<file path="config.mk">
export PLATFORM = sky130hd
export DESIGN_NAME = seg7_scan_ctrl
export DESIGN_NICKNAME = d
export VERILOG_FILES = /design/src/rtl/seg7_pkg.sv /design/src/rtl/seg7_hex_decode.sv /design/src/rtl/seg7_scan_ctrl.sv
export SDC_FILE = /design/constraint.sdc
export NUM_CORES = 1
export LEC_CHECK = 0
export BUFFER_PORTS_ARGS = -buffer_cell sky130_fd_sc_hd__buf_2
export CAP_MARGIN = 15
export CORE_ASPECT_RATIO = 0.75
export CORE_UTILIZATION = 35
export CTS_CLUSTER_DIAMETER = 50
export CTS_CLUSTER_SIZE = 25
export DETAILED_ROUTE_END_ITERATION = 10
export PLACE_DENSITY = 0.61
export SYNTH_ARGS = -nofsm -noshare
export SYNTH_HDL_FRONTEND = slang
export SYNTH_HIERARCHICAL = 1
export SYNTH_SLANG_ARGS = --single-unit
</file>
<file path="constraint.sdc">
create_clock -name clk -period 3.9 [get_ports clk]
set_clock_uncertainty 0.1 [all_clocks]
set_input_delay 0.195 -clock clk [delete_from_list [all_inputs] [get_ports clk]]
set_output_delay 0.195 -clock clk [all_outputs]
set_load 0.02 [all_outputs]
</file>
<file path="src/rtl/seg7_pkg.sv">
// Shared types and constants for the seven-segment scan controller.
// SEG_LUT entries are active-low {g,f,e,d,c,b,a}.
package seg7_pkg;

  typedef enum logic [1:0] {
    IDLE,
    BLANKING,
    SHOW
  } scan_state_t;

  localparam int NUM_DIGITS = 8;

  localparam logic [6:0] SEG_OFF = 7'b111_1111;

  localparam logic [6:0] SEG_LUT [16] = '{
    7'b1000000, 7'b1111001, 7'b0100100, 7'b0110000,
    7'b0011001, 7'b0010010, 7'b0000010, 7'b1111000,
    7'b0000000, 7'b0010000, 7'b0001000, 7'b0000011,
    7'b1000110, 7'b0100001, 7'b0000110, 7'b0001110
  };

endpackage

</file>
<file path="src/rtl/seg7_hex_decode.sv">
// Combinational hex digit to active-low seven-segment pattern.
// The output register lives in the scan controller.
module seg7_hex_decode
  import seg7_pkg::*;
(
  input  logic [3:0] hex,
  output logic [6:0] seg
);

  assign seg = SEG_LUT[hex];

endmodule

</file>
<file path="src/rtl/seg7_scan_ctrl.sv">
// Eight-digit multiplexed seven-segment scanner: each slot is BLANK dead
// cycles with all anodes off, then DIV-BLANK cycles driving one digit.
module seg7_scan_ctrl
  import seg7_pkg::*;
#(
  parameter int DIV   = 100000,
  parameter int BLANK = 4
) (
  input  logic       clk,
  input  logic       reset,
  input  logic       en,
  input  logic       write,
  input  logic [2:0] sel,
  input  logic [3:0] num,
  input  logic [7:0] blank,
  output logic       segA,
  output logic       segB,
  output logic       segC,
  output logic       segD,
  output logic       segE,
  output logic       segF,
  output logic       segG,
  output logic       an0,
  output logic       an1,
  output logic       an2,
  output logic       an3,
  output logic       an4,
  output logic       an5,
  output logic       an6,
  output logic       an7,
  output logic [2:0] cur_idx,
  output logic       frame_done
);

  localparam int CW = $clog2(DIV);
  localparam logic [CW-1:0] BLANK_LAST = CW'(BLANK - 1);
  localparam logic [CW-1:0] SHOW_LAST  = CW'(DIV - BLANK - 1);

  logic [3:0]    digits [NUM_DIGITS];
  scan_state_t   state;
  logic [CW-1:0] cnt;
  logic [7:0]    an_q;
  logic [6:0]    seg_q;
  logic [6:0]    cur_seg;
  logic [7:0]    show_an;

  // NOTE: the digit file is small, so it takes the async reset; a digit
  // that is never written must still display as 0 after reset.
  always_ff @(posedge clk or posedge reset) begin
    if (reset) begin
      for (int i = 0; i < NUM_DIGITS; i++) digits[i] <= '0;
    end else if (write) begin
      digits[sel] <= num;
    end
  end

  seg7_hex_decode u_dec (
    .hex (digits[cur_idx]),
    .seg (cur_seg)
  );

  // Anode pattern for the current digit, suppressed by its blank bit.
  assign show_an = ~((8'd1 << cur_idx) & ~blank);

  always_ff @(posedge clk or posedge reset) begin
    if (reset) begin
      state      <= IDLE;
      cur_idx    <= '0;
      cnt        <= '0;
      an_q       <= '1;
      seg_q      <= SEG_OFF;
      frame_done <= 1'b0;
    end else begin
      // NOTE: outputs default to off each edge; only the SHOW paths drive them.
      an_q       <= '1;
      seg_q      <= SEG_OFF;
      frame_done <= 1'b0;
      case (state)
        IDLE: begin
          if (en) begin
            state   <= BLANKING;
            cur_idx <= '0;
            cnt     <= '0;
          end
        end
        BLANKING: begin
          if (!en) begin
            state   <= IDLE;
            cur_idx <= '0;
            cnt     <= '0;
          end else if (cnt == BLANK_LAST) begin
            cnt   <= '0;
            state <= SHOW;
            an_q  <= show_an;
            seg_q <= cur_seg;
          end else begin
            cnt <= cnt + 1'b1;
          end
        end
        SHOW: begin
          if (!en) begin
            state   <= IDLE;
            cur_idx <= '0;
            cnt     <= '0;
          end else if (cnt == SHOW_LAST) begin
            cnt        <= '0;
            cur_idx    <= cur_idx + 3'd1;
            state      <= BLANKING;
            frame_done <= (cur_idx == 3'd7);
          end else begin
            cnt   <= cnt + 1'b1;
            an_q  <= show_an;
            seg_q <= cur_seg;
          end
        end
        default: begin
          state   <= IDLE;
          cur_idx <= '0;
          cnt     <= '0;
        end
      endcase
    end
  end

  assign {an7, an6, an5, an4, an3, an2, an1, an0} = an_q;
  assign {segG, segF, segE, segD, segC, segB, segA} = seg_q;

endmodule

</file>
**Word level (Yosys, flattened, before mapping)**

Memories as Yosys holds them, arrays and structs flattened.
Index checks and enable logic that the tools add are counted.

- Mux-type cells: 38
- Equality and inequality tests: 9
- $add $sub $neg: 2
- Shifts and indexed selects: 1
- Magnitude comparators: 4
- Divide/modulo/power cells: 0
- Multipliers: 0
- Reductions and logical operators: 4
- Bitwise gates (word level): 6

Operators with widths:

| cell | number |
|---|---|
| two-way mux 17 bit | 5 |
| one-hot mux 17 bit (3 select lines) | 1 |
| two-way mux 7 bit | 6 |
| bitwise mux 32 bit | 1 |
| two-way mux 8 bit | 4 |
| adder 17 x 1 -> 17 bit (second input constant) | 1 |
| equality test 17 bit (second input constant) | 1 |
| equality test 17 x 2 -> 1 bit (second input constant) | 1 |
| NOT 8 bit | 2 |
| one-hot mux 8 bit (2 select lines) | 1 |
| one-hot mux 7 bit (2 select lines) | 1 |
| binary-select mux 4 bit (select 3 bit) | 1 |
| demux 4 bit (select 3 bit) | 1 |
| two-way mux 3 bit | 4 |
| two-way mux 4 bit | 3 |
| two-way mux 2 bit | 5 |
| one-hot mux 3 bit (3 select lines) | 1 |
| AND 8 bit | 1 |
| >= comparator 4 bit (second input constant) | 2 |
| NOT 3 -> 4 bit | 2 |
| left shift 1 x 3 -> 8 bit (first input constant) | 1 |
| != test 3 bit (second input constant) | 2 |
| one-hot mux 2 bit (3 select lines) | 1 |
| AND reduction 3 bit | 2 |
| other kinds (11) | 14 |

- Memory bits (writable): 0
- Memories: 1
- Logic and storage cells: 79
- Input port bits: 19
- Memory bits (read-only): 112
- Register bits: 70
- Bits in latches: 0

Memory list:

| memory | depth | width | read ports | clocked after memory_dff | write ports | line | RTL |
|---|---|---|---|---|---|---|---|
| (no name shown) | 16 | 7 | 1 | 0 | 0 | seg7_hex_decode.sv:10 | `assign seg = SEG_LUT[hex];` |

**Longest topological paths before layout**

Gate-level depths: netlist of run 1.

- Depth in word-level cells: 11
- Gate-level depth with buffers: 11

**Modules after synthesis**

The synthesis of run 1 kept the hierarchy.

By module, submodules not included:

| module | cells each | times used | area each (µm²) |
|---|---|---|---|
| seg7_scan_ctrl | 312 | 1 | 3540.9 |
| seg7_hex_decode | 33 | 1 | 269.0 |

**Worst setup path before layout of run 1**

OpenSTA, ideal clock, no wires.

- Kind: register to register
- From: register cur_idx[0]
- To: register seg_q[3]
- Clock period less this slack: 2639 ps
- Cell stages (with the launch flop): 11
- Arrival: 2449 ps
- Setup time: 90 ps
- Path buffers: 1
- Data required time: 3710 ps
- Path slack: 1261 ps
- Cells stage by stage: dfrtp_1 -> buf_2 -> mux4_2 -> nand2_1 -> nand2_1 -> inv_1 -> ha_1 -> inv_1 -> mux4_2 -> nor2b_1 -> o21ai_0

- Cells in the longest elaborated chain, start to end: 11
- Elaborated cells between the ends (all ways): 13
- Classes of those cells: mux (10); bitwise (2); memory (1)

RTL lines:

| what | line | RTL |
|---|---|---|
| start: declaration | seg7_scan_ctrl.sv:31 | `output logic [2:0] cur_idx,` |
| start signal: assignment | seg7_scan_ctrl.sv:107 | `cur_idx <= cur_idx + 3'd1;` |
| NOT 3 -> 4 bit (implied by the code) * | seg7_scan_ctrl.sv:58 | `.hex (digits[cur_idx]),` |
| binary-select mux 4 bit (select 3 bit) * | seg7_scan_ctrl.sv:58 |  |
| two-way mux 4 bit (implied by the code) * (2 in a row) | seg7_scan_ctrl.sv:58 |  |
| NOT 4 -> 5 bit (implied by the code) * | seg7_hex_decode.sv:10 |  |
| memory (16 x 7 bit) * | -- |  |
| two-way mux 7 bit (implied by the code) * (2 in a row) | seg7_hex_decode.sv:10 |  |
| net cur_seg[3] | seg7_scan_ctrl.sv:44 | `logic [6:0] cur_seg;` |
| two-way mux 7 bit, on equally long branches | seg7_scan_ctrl.sv:105, seg7_scan_ctrl.sv:91 |  |
| two-way mux 7 bit, on equally long branches | seg7_scan_ctrl.sv:101, seg7_scan_ctrl.sv:87 |  |
| one-hot mux 7 bit (2 select lines) * | seg7_scan_ctrl.sv:78 | `case (state)` |
| end signal: assignment | seg7_scan_ctrl.sv:95 | `seg_q <= cur_seg;` |
| end signal: assignment | seg7_scan_ctrl.sv:113 | `seg_q <= cur_seg;` |
| end: declaration | seg7_scan_ctrl.sv:43 | `logic [6:0] seg_q;` |

The timed path passes the listed nets; every way through them passes the cells marked *. The select of a mux whose other input is x is not followed.
A chain may end at the register's enable or synchronous reset.

**Worst setup path after layout of run 1**

Same ends and word-level chain as after synthesis.

==> results by group, run 1 <==
Outcome
  – Status: finished clean

Setup path
  – WP data required: 4.01 ns
  – Startpoint types: register
  – Crit path DAT: 2.95 ns
  – Crit Path Max Fanout: 14
  – CP endpoint kind: register
  – Crit path kind: register to register

Global routing
  – Antenna violations before repair: 0
  – Vias in the first global route: 2,604
  – Total grt overflow: 0
  – Largest net degree at the start of global routing: 52
  – GRT Util Overall: 16.0%
  – First-pass GRT wire length: 13.7 mm

Floorplanning
  – Die width: 122 µm
  – Die height: 92.4 µm
  – Starting Density: 36.5%
  – Full die area: 11,300 µm²
  – CORE AREA: 10,500 µm²
  – I/O pin count: 38
  – # rows: 32

STA
  – Final slew viol count: 0
  – Hold WS: 0.0234 ns
  – Rel. slew slack: 31.4%
  – Final setup viols: 0
  – FMAX: 0.352 GHz
  – Part of the cycle the worst path needs: 72.8%
  – RSZ-0062 raised after global routing: false
  – Worst-margin pin slew: 1.03 ns
  – Tmin final: 2.84 ns
  – Hold Vio Cnt, Final: 0
  – Setup TNS Final: 0 ns

Power
  – Power density cells: 578 nW/µm²
  – Leak pwr: 1.87 nW
  – PnR Total Power: 2.58 mW
  – Max rail drop VDD: 224 µV

Worst hold path
  – Min-delay worst type: primary input to register

Clocking
  – Clk Latency, worst-skew pair: 0.34 ns
  – CTS Buf Count: 9
  – Clk slew on worst S/H paths: 0.06 ns
  – Post-CTS setup buffers: 0
  – CTS Hold Buffers Added: 0
  – Clock Tree Root: clkbuf_16
  – CTS tree: built
  – Htree depth: 3
  – CTS-repair resized insts: 0
  – Clock buffer depth: 2
  – Clock sink total: 70

Placement
  – Dpl hpwl: 5.81 mm
  – Gpl congestion: 0.809
  – Placed cells: 504
  – Port bufs: 37

Route
  – WL met2: 3.36 mm
  – M1 wire length: 4.42 mm
  – Initial DRT Pass Iterations: 4
  – DRC: 0
  – Final antenna-violating net count: 0
  – WL final: 8.35 mm
  – DR vias: 2,759
  – Met3 wire length: 459 µm
  – Drt initial violations: 140
  – DR vias/cell: 5.29
  – DR WL/cell: 16.0 µm
  – Highest metal used: met4

Yosys
  – Synth cell types: 44
  – Top_reg_cell synth: dfrtp_1
  – Top cell type's share of synthesized area: 36.1%
  – Register bit total from synthesis: 70
  – Cells after Synth: 345
  – Syn_area_per_cell: 11.0 µm²
  – Synthesis warning total: 6
  – Most frequent cells after synthesis: 55 x dfrtp_1, 33 x mux2_2, 32 x nand2_1
  – Sequential area share after synthesis: 46.5%
  – Synth area leaders: dfrtp_1 36%, dfstp_2 10%, mux2_2 9.8%
  – Top-count cell post-synth: dfrtp_1
  – Synth Cell Area: 3810 µm²
  – Synthesized net count: 383
  – Yosys top cell by area: dfrtp_1
  – Number of synthesized flops with an enable pin: 0
  – Async set-or-reset flop fraction in the synthesized netlist: 100%

Layout
  – Final Core Density: 42.7%
  – Share of cells above drive strength 1: 30.3%
  – N_diodes: 0
  – Layout Cells excl Fill: 522
  – Fin nets: 419
  – Area grow syn2layout: 17.1%

Run
  – Maxcap violations: 0
flip-flops by register name (all words and copies together), names as in the netlist:
register    flops
digits         32
cnt            17
an_q            8
seg_q           7
frame_done      1
cur_idx         3
state           2
cells by family after synthesis:
| family | Yosys count | share of synthesized area (%) |
|---|---|---|
| compound gates | 55 | 8.80 |
| xor+xnor | 10 | 2.30 |
| fa+ha+maj | 19 | 6.24 |
| buf+inv | 28 | 3.55 |
| flops | 70 | 46.5 |
| mux | 49 | 16.9 |
| simple gates | 114 | 15.7 |
cell type report:
class                      count  area (µm²)
fill                         996        5990
multi-input combinational    247        1900
sequential                    70        1770
clock buffer                   9         225
timing repair buffer          40         223
tap                          136         170
clock inverter                 7         121
inverter                      13        48.8
critical path, stage by stage (launching register included):
cell and delay [ns]:
dfrtp_1 0.77, mux4_2 0.58, nand2_1 0.08, nand2_1 0.15, inv_1 0.18, ha_1 0.15
inv_1 0.05, mux4_2 0.45, nor2b_1 0.12, o21ai_0 0.08
cells in the final DEF, fill, tap and decap left out, types with 8 or more instances in the layout:
| cell | netlist | final |
|---|---|---|
| nor3b_1 | 8 | 8 |
| clkbuf_16 | 0 | 9 |
| mux2_2 | 33 | 33 |
| dfrtp_1 | 55 | 55 |
| dfstp_2 | 15 | 15 |
| o21ai_0 | 19 | 19 |
| a21oi_1 | 18 | 18 |
| nor3_1 | 14 | 14 |
| buf_2 | 2 | 37 |
| nor2_1 | 14 | 14 |
| ha_1 | 19 | 19 |
| nor2b_1 | 9 | 9 |
| nand2_1 | 32 | 32 |
| nand3_1 | 9 | 9 |
| inv_1 | 13 | 12 |
| mux4_2 | 9 | 9 |
| xnor2_1 | 8 | 8 |
metal layers:
layer  global-route usage (%)  vias to the layer above
met5                        0                        -
met4                     5.18                        0
met3                     4.19                       11
met2                     21.3                       68
met1                     24.8                     1370
li1                         -                     1310
where the power goes:
part,leakage [nW],total [mW],switching (mW),internal (mW)
clock,0.170,0.946,0.319,0.627
combinational,0.835,0.633,0.386,0.247
sequential,0.861,0.999,0.0770,0.922
total,1.87,2.58,0.782,1.80
stage by stage:
stage                     worst slack (ns)  instance area [µm²]
after floorplan                       1.26                 3810
after global placement                1.12                 4090
after detailed placement              1.02                 4090
after CTS                             1.01                 4430
after global routing                 0.799                 4460
final                                 1.06                 4460
final timing paths:
path	start	endpoint	slack, ns	cells past startpoint
worst max-delay path	cur_idx[0]	seg_q[3]	1.06	9
worst min-delay path	blank[3]	an_q[3]	0.02	3
worst max register to register	cur_idx[0]	seg_q[3]	1.06	9
worst min register to register	digits[11]	digits[11]	0.40	1
max in group asynchronous	reset	cnt[14]	2.64	5
min in group asynchronous	reset	digits[23]	0.23	3
Power figures use the tool's default switching activity.
==> inputs of run 2 (changes only) <==
clock period = 2.9 ns   (was 3.9 ns; I/O delays follow)
==> run 2 against run 1 <==
- setup slack worse by 0.77 ns
- die area stayed put
- power grew 26%
- core utilization grew 0.26 points
- worst hold slack got worse by 0.012 ns
- sequential power up 35%
- sequential cell count unchanged
- via count fell by 0.18%
- global-route usage shrank 0.47 points
- critical path depth fell by 2
- first-iteration DRC count shrank 21%
- fmax rose by 8.8%
==> results by group, run 2 (synthesis gave the netlist of run 1 again) <==
Power
  – Max rail drop VDD: 322 µV (was 224 µV)
  – PnR Total Power: 3.25 mW (was 2.58 mW)
  – Leak pwr: 1.89 nW (was 1.87 nW)
  – Power density cells: 724 nW/µm² (was 578 nW/µm²)

STA
  – Hold WS: 0.0110 ns (was 0.0234 ns)
  – Part of the cycle the worst path needs: 90.0% (was 72.8%)
  – Hold Vio Cnt, Final: 0 (unchanged)
  – Tmin final: 2.61 ns (was 2.84 ns)
  – Rel. slew slack: 47.6% (was 31.4%)
  – RSZ-0062 raised after global routing: false (unchanged)
  – Setup TNS Final: 0 ns (unchanged)
  – Worst-margin pin slew: 0.784 ns (was 1.03 ns)
  – FMAX: 0.383 GHz (was 0.352 GHz)
  – Final slew viol count: 0 (unchanged)
  – Final setup viols: 0 (unchanged)

Floorplanning
  – I/O pin count: 38 (unchanged)
  – Die width: 122 µm (unchanged)
  – Die height: 92.4 µm (unchanged)
  – Starting Density: 36.5% (unchanged)
  – # rows: 32 (unchanged)
  – CORE AREA: 10,500 µm² (unchanged)
  – Full die area: 11,300 µm² (unchanged)

Clocking
  – CTS tree: built (unchanged)
  – Clock buffer depth: 2 (unchanged)
  – Clock sink total: 70 (unchanged)
  – Clock Tree Root: clkbuf_16 (unchanged)
  – Htree depth: 3 (unchanged)
  – CTS Buf Count: 9 (unchanged)
  – Clk Latency, worst-skew pair: 0.33 ns (was 0.34 ns)
  – Clk slew on worst S/H paths: 0.06 ns (about the same)
  – CTS-repair resized insts: 0 (unchanged)
  – Post-CTS setup buffers: 0 (unchanged)

Route
  – Final antenna-violating net count: 0 (unchanged)
  – DR WL/cell: 15.3 µm (was 16.0 µm)
  – Initial DRT Pass Iterations: 4 (unchanged)
  – DR vias: 2,754 (was 2,759)
  – DRC: 0 (unchanged)
  – WL final: 8.15 mm (was 8.35 mm)
  – Drt initial violations: 110 (was 140)
  – DR vias/cell: 5.16 (was 5.29)

Global routing
  – Largest net degree at the start of global routing: 30 (was 52)
  – Total grt overflow: 0 (unchanged)
  – First-pass GRT wire length: 13.4 mm (was 13.7 mm)
  – Antenna violations before repair: 0 (unchanged)
  – GRT Util Overall: 15.6% (was 16.0%)
  – Vias in the first global route: 2,576 (was 2,604)

Setup path
  – CP Cell Sequence: buf_4, mux4_2, nand2_1, nand2_1, mux4_2, nor2b_1, o21ai_0 (was mux4_2, nand2_1, nand2_1, inv_1, ha_1, inv_1, mux4_2, nor2b_1, o21ai_0)
  – Crit path kind: register to register (unchanged)
  – Crit Path Max Fanout: 13 (was 14)
  – Slowest Stage Delay on Critical Path: 0.59 ns (was 0.77 ns)
  – CP max-delay cell: dfrtp_1 (unchanged)
  – Crit path DAT: 2.73 ns (was 2.95 ns)
  – Startpoint types: register (unchanged)
  – CP endpoint kind: register (unchanged)
  – WP data required: 3.02 ns (was 4.01 ns)

Layout
  – Area grow syn2layout: 17.9% (was 17.1%)
  – Fin nets: 431 (was 419)
  – Fill cells: 975 (was 996)
  – N_diodes: 0 (unchanged)
  – Biggest regs: digits x32, cnt x17, an_q x8 (unchanged)
  – Max FFs per register: 32 (unchanged)
  – Footprint of the multi-input gates: 1900 µm² (unchanged)
  – Share of cells above drive strength 1: 31.4% (was 30.3%)
  – Biggest register: digits (unchanged)
  – Most frequent cells in the layout: 55 x dfrtp_1, 37 x buf_2, 33 x mux2_2, 32 x nand2_1 (unchanged)
  – Most common cell after layout, fill and taps aside: dfrtp_1 (unchanged)
  – Reg area: 1770 µm² (unchanged)

Placement
  – Dpl hpwl: 6.05 mm (was 5.81 mm)
  – Port bufs: 37 (unchanged)
  – Gpl congestion: 0.823 (was 0.809)

Outcome
  – Status: finished clean (unchanged)

Worst hold path
  – Min-delay worst type: primary input to register (unchanged)

Run
  – Maxcap violations: 0 (unchanged)
==> run 2: changes by cell type in the layout (fill, tap and decap cells not counted), moves of 2 or more <==
| cell | before | now |
|---|---|---|
| buf_4 | 1 | 10 |
| clkbuf_8 | 0 | 2 |
| dlygate4sd3_1 | 1 | 5 |
| clkinvlp_4 | 0 | 2 |
| bufinv_16 | 3 | 0 |
==> run 2: what timing repair did <==
action                     4_1_cts  5_1_grt
setup endpoints to repair        0        0
hold buffers                     5        0
hold endpoints to repair        31        0
==> run 2: critical path: cells and delay by family, from the launching register on <==
| family | cells | cell delay, ns |
|---|---|---|
| AND/OR/NAND/NOR | 3 | 0.49 |
| flip-flops | 1 | 0.59 |
| multiplexers | 2 | 1.04 |
| AO/OA/AOI/OAI | 1 | 0.07 |
| buffers and inverters | 1 | 0.21 |
==> run 2: layout make-up <==
| type | instances | area share (%) |
|---|---|---|
| inverter | 13 | 1.09 |
| clock inverter | 5 | 0.752 |
| clock buffer | 11 | 5.63 |
| timing repair buffer | 52 | 6.91 |
| sequential | 70 | 39.4 |
| tap | 136 | 3.79 |
| multi-input combinational | 247 | 42.4 |
==> run 2: metrics by stage <==
stage          util [%]  std cells  setup slack [ns]  cell area (µm²)
6_report           43.0        534             0.290             4490
5_1_grt            43.0        534            0.0688             4490
4_1_cts            43.0        534             0.265             4490
3_5_place_dp       39.8        513             0.274             4150
3_3_place_gp       39.8        513             0.324             4150
2_1_floorplan         -        345             0.261             3810
==> run 2: power by group <==
| part | internal [mW] | leakage [nW] | switching, mW |
|---|---|---|---|
| logic | 0.356 | 0.888 | 0.511 |
| registers | 1.24 | 0.861 | 0.107 |
| clock network | 0.623 | 0.138 | 0.413 |
| total | 2.22 | 1.89 | 1.03 |
==> run 2: path summary, 6_finish.rpt <==
kind / cells after the start / startpoint / endpoint / slack, ns
max in group asynchronous: 4 / reset / an_q[6] / 1.51
min reg2reg: 1 / digits[28] / digits[28] / 0.41
max: 7 / cur_idx[0] / seg_q[3] / 0.29
min in group asynchronous: 3 / reset / digits[6] / 0.34
min: 3 / blank[2] / an_q[2] / 0.01
max reg2reg: 7 / cur_idx[0] / seg_q[3] / 0.29
==> run 2: metal layers <==
layer / vias up / share of wire [%] / GRT usage [%] / routed length (µm)
met5: - / 0 / 0 / 0
met4: 0 / 0.75 / 3.66 / 61
met1: 1351 / 53 / 23.8 / 4340
met2: 64 / 41 / 21.6 / 3320
met3: 6 / 5.3 / 3.94 / 432
li1: 1333 / - / - / -
==> inputs of run 3 (changes only) <==
CTS_BUF_LIST = sky130_fd_sc_hd__clkbuf_4   (was not set)
==> run 3 against run 2 <==
- die area stayed put
- global-route usage is 0.053 points lower
- clock power is 49% lower
- final cell count is 1.5% higher
- non-clock buffer count is 8 higher
- sequential power hardly changed
- fmax is 1.1% lower
- first-iteration DRC count is 20% higher
- core utilization is 0.93 points lower
- sequential cell count stayed put
- highest routed layer unchanged
==> results by group, run 3 (synthesis gave the netlist of run 1 again) <==
Layout
  – Max FFs per register: 32 (unchanged)
  – Biggest regs: digits x32, cnt x17, an_q x8 (unchanged)
  – Area grow syn2layout: 15.3% (was 17.9%)
  – Layout Cells excl Fill: 542 (was 534)
  – N_diodes: 0 (unchanged)
  – Biggest register: digits (unchanged)
  – Fin nets: 439 (was 431)
  – Most frequent cells in the layout: 55 x dfrtp_1, 37 x buf_2, 33 x mux2_2, 32 x nand2_1 (unchanged)
  – Most common cell after layout, fill and taps aside: dfrtp_1 (unchanged)
  – Share of cells above drive strength 1: 30.3% (was 31.4%)
  – Final Core Density: 42.0% (was 43.0%)

Worst hold path
  – Min-delay worst type: primary input to register (unchanged)

Power
  – Leak pwr: 1.84 nW (was 1.89 nW)
  – Clk pwr share: 19.2% (was 31.9%)
  – Comb pwr share: 31.9% (was 26.7%)
  – Switch Pwr: 977 µW (was 1.03 mW)
  – Sequential power share: 48.9% (was 41.4%)
  – Pint: 1.77 mW (was 2.22 mW)
  – Sw Ratio: 35.6% (was 31.7%)
  – Max rail drop VDD: 295 µV (was 322 µV)
  – Power density cells: 625 nW/µm² (was 724 nW/µm²)

STA
  – Final slew viol count: 0 (unchanged)
  – RSZ-0062 raised after global routing: false (unchanged)
  – Tmin final: 2.64 ns (was 2.61 ns)
  – Rel. slew slack: 48.1% (was 47.6%)
  – Setup TNS Final: 0 ns (unchanged)
  – Worst-margin pin slew: 0.776 ns (was 0.784 ns)
  – Part of the cycle the worst path needs: 91.0% (was 90.0%)
  – Final setup viols: 0 (unchanged)
  – Hold Vio Cnt, Final: 0 (unchanged)
  – FMAX: 0.379 GHz (was 0.383 GHz)

Placement
  – Placed cells: 513 (unchanged)
  – Dpl hpwl: 6.05 mm (unchanged)
  – Gpl congestion: 0.823 (unchanged)
  – Port bufs: 37 (unchanged)

Floorplanning
  – Die height: 92.4 µm (unchanged)
  – Starting Density: 36.5% (unchanged)
  – I/O pin count: 38 (unchanged)
  – Die width: 122 µm (unchanged)
  – CORE AREA: 10,500 µm² (unchanged)
  – Full die area: 11,300 µm² (unchanged)
  – # rows: 32 (unchanged)

Clocking
  – Clock buffer depth: 2 (unchanged)
  – CTS tree: built (unchanged)
  – Clk Latency, worst-skew pair: 0.41 ns (was 0.33 ns)
  – CTS Buf Count: 9 (unchanged)
  – Clk slew on worst S/H paths: 0.12 ns (was 0.06 ns)
  – CTS-repair resized insts: 0 (unchanged)
  – Clock sink total: 70 (unchanged)
  – Clock Tree Root: clkbuf_4 (was clkbuf_16)
  – Htree depth: 3 (unchanged)

Global routing
  – Total grt overflow: 0 (unchanged)
  – Largest net degree at the start of global routing: 30 (unchanged)
  – Antenna violations before repair: 0 (unchanged)
  – First-pass GRT wire length: 13.4 mm (about the same)
  – GRT Util Overall: 15.5% (was 15.6%)
  – Vias in the first global route: 2,573 (was 2,576)

Setup path
  – Critical Path Stages: 7 (unchanged)
  – Startpoint types: register (unchanged)
  – CP Cell Sequence: buf_4, mux4_2, nand2_1, nand2_1, mux4_2, nor2b_1, o21ai_0 (unchanged)
  – R2R Setup Slk: 0.26 ns (was 0.29 ns)
  – Worst Setup SP: cur_idx[0] (unchanged)
  – CP endpoint kind: register (unchanged)
  – Worst R2R Start: cur_idx[0] (unchanged)
  – Reg2reg path depth: 7 (unchanged)
  – CP delay by family, top: multiplexers (unchanged)
  – Reg-to-Reg End: seg_q[3] (unchanged)
  – WP data required: 3.12 ns (was 3.02 ns)
  – Slowest Stage Delay on Critical Path: 0.63 ns (was 0.59 ns)
  – CP max-delay cell: dfrtp_1 (unchanged)
  – Crit path kind: register to register (unchanged)
  – Crit Path Max Fanout: 13 (unchanged)
  – Crit path DAT: 2.86 ns (was 2.73 ns)
  – WP buf/inv: 1 (unchanged)
  – CP endpoint: seg_q[3] (unchanged)

Route
  – DRC: 0 (unchanged)
  – DR vias/cell: 5.14 (was 5.16)
  – Drt initial violations: 132 (was 110)
  – Final antenna-violating net count: 0 (unchanged)
  – DR vias: 2,788 (was 2,754)
  – DR WL/cell: 15.2 µm (was 15.3 µm)
  – Initial DRT Pass Iterations: 4 (unchanged)
  – WL final: 8.22 mm (was 8.15 mm)

Outcome
  – Status: finished clean (unchanged)

Run
  – Maxcap violations: 0 (unchanged)
run 3: cell types whose count changed in the layout (fill, tap and decap cells not counted):
cell / before / now
clkbuf_16: 9 / 0
clkbuf_8: 2 / 0
clkinv_1: 0 / 2
clkbuf_4: 0 / 9
dlygate4sd3_1: 5 / 13
run 3: worst reg2reg max path, cell delays in order (launching register included):
cell,delay (ns)
dfrtp_1,0.63
buf_4,0.21
mux4_2,0.49
nand2_1,0.08
nand2_1,0.31
mux4_2,0.55
nor2b_1,0.11
o21ai_0,0.07
run 3: worst min path at each step:
stage | start | to | slack, ns | depth (start not counted)
finish | en | cur_idx[1] | 0.08 | 3
detailed placement | reset | digits[4] | 0.17 | 2
CTS | num[0] | digits[0] | 0.001 | 2
global route | en | cur_idx[1] | 0.09 | 3
floorplan | blank[7] | an_q[7] | 0.20 | 2
global placement | reset | digits[5] | 0.17 | 2
run 3: area by class of cell:
cell class,count,area [µm²]
multi-input cells,247,1900
inverters,13,48.8
well taps,136,170
clock buffers,9,67.6
clock inverters,7,41.3
fillers,996,6060
flip-flops and latches,70,1770
repair buffers,60,390
run 3: timing repair:
action,CTS,global route
hold buffers,12,1
buffers inserted,0,0
hold endpoints to repair,51,3
run 3: layer usage:
layer	routed length, µm	global-route usage [%]
met1	4440	23.9
met2	3330	21.3
met3	383	3.94
met4	72	3.66
met5	0	0
run 3: power by group through the flow:
| stage | Combinational (mW) | Sequential (mW) | Clock [mW] |
|---|---|---|---|
| floorplan | 0.526 | 1.45 | 0 |
| global placement | 0.850 | 1.36 | 0 |
| detailed placement | 0.868 | 1.36 | 0 |
| CTS | 0.882 | 1.34 | 0.545 |
| global route | 0.975 | 1.37 | 0.595 |
| finish | 0.876 | 1.34 | 0.526 |
run 3: stage by stage:
step / power [mW] / setup slack, ns / hold slack, ns / cell area (µm²)
floorplan: 1.98 / 0.261 / 0.195 / 3810
global placement: 2.21 / 0.324 / 0.168 / 4150
detailed placement: 2.23 / 0.274 / 0.171 / 4150
CTS: 2.77 / 0.258 / 0.00107 / 4380
global route: 2.94 / 0.0452 / 0.0942 / 4390
finish: 2.74 / 0.261 / 0.0753 / 4390
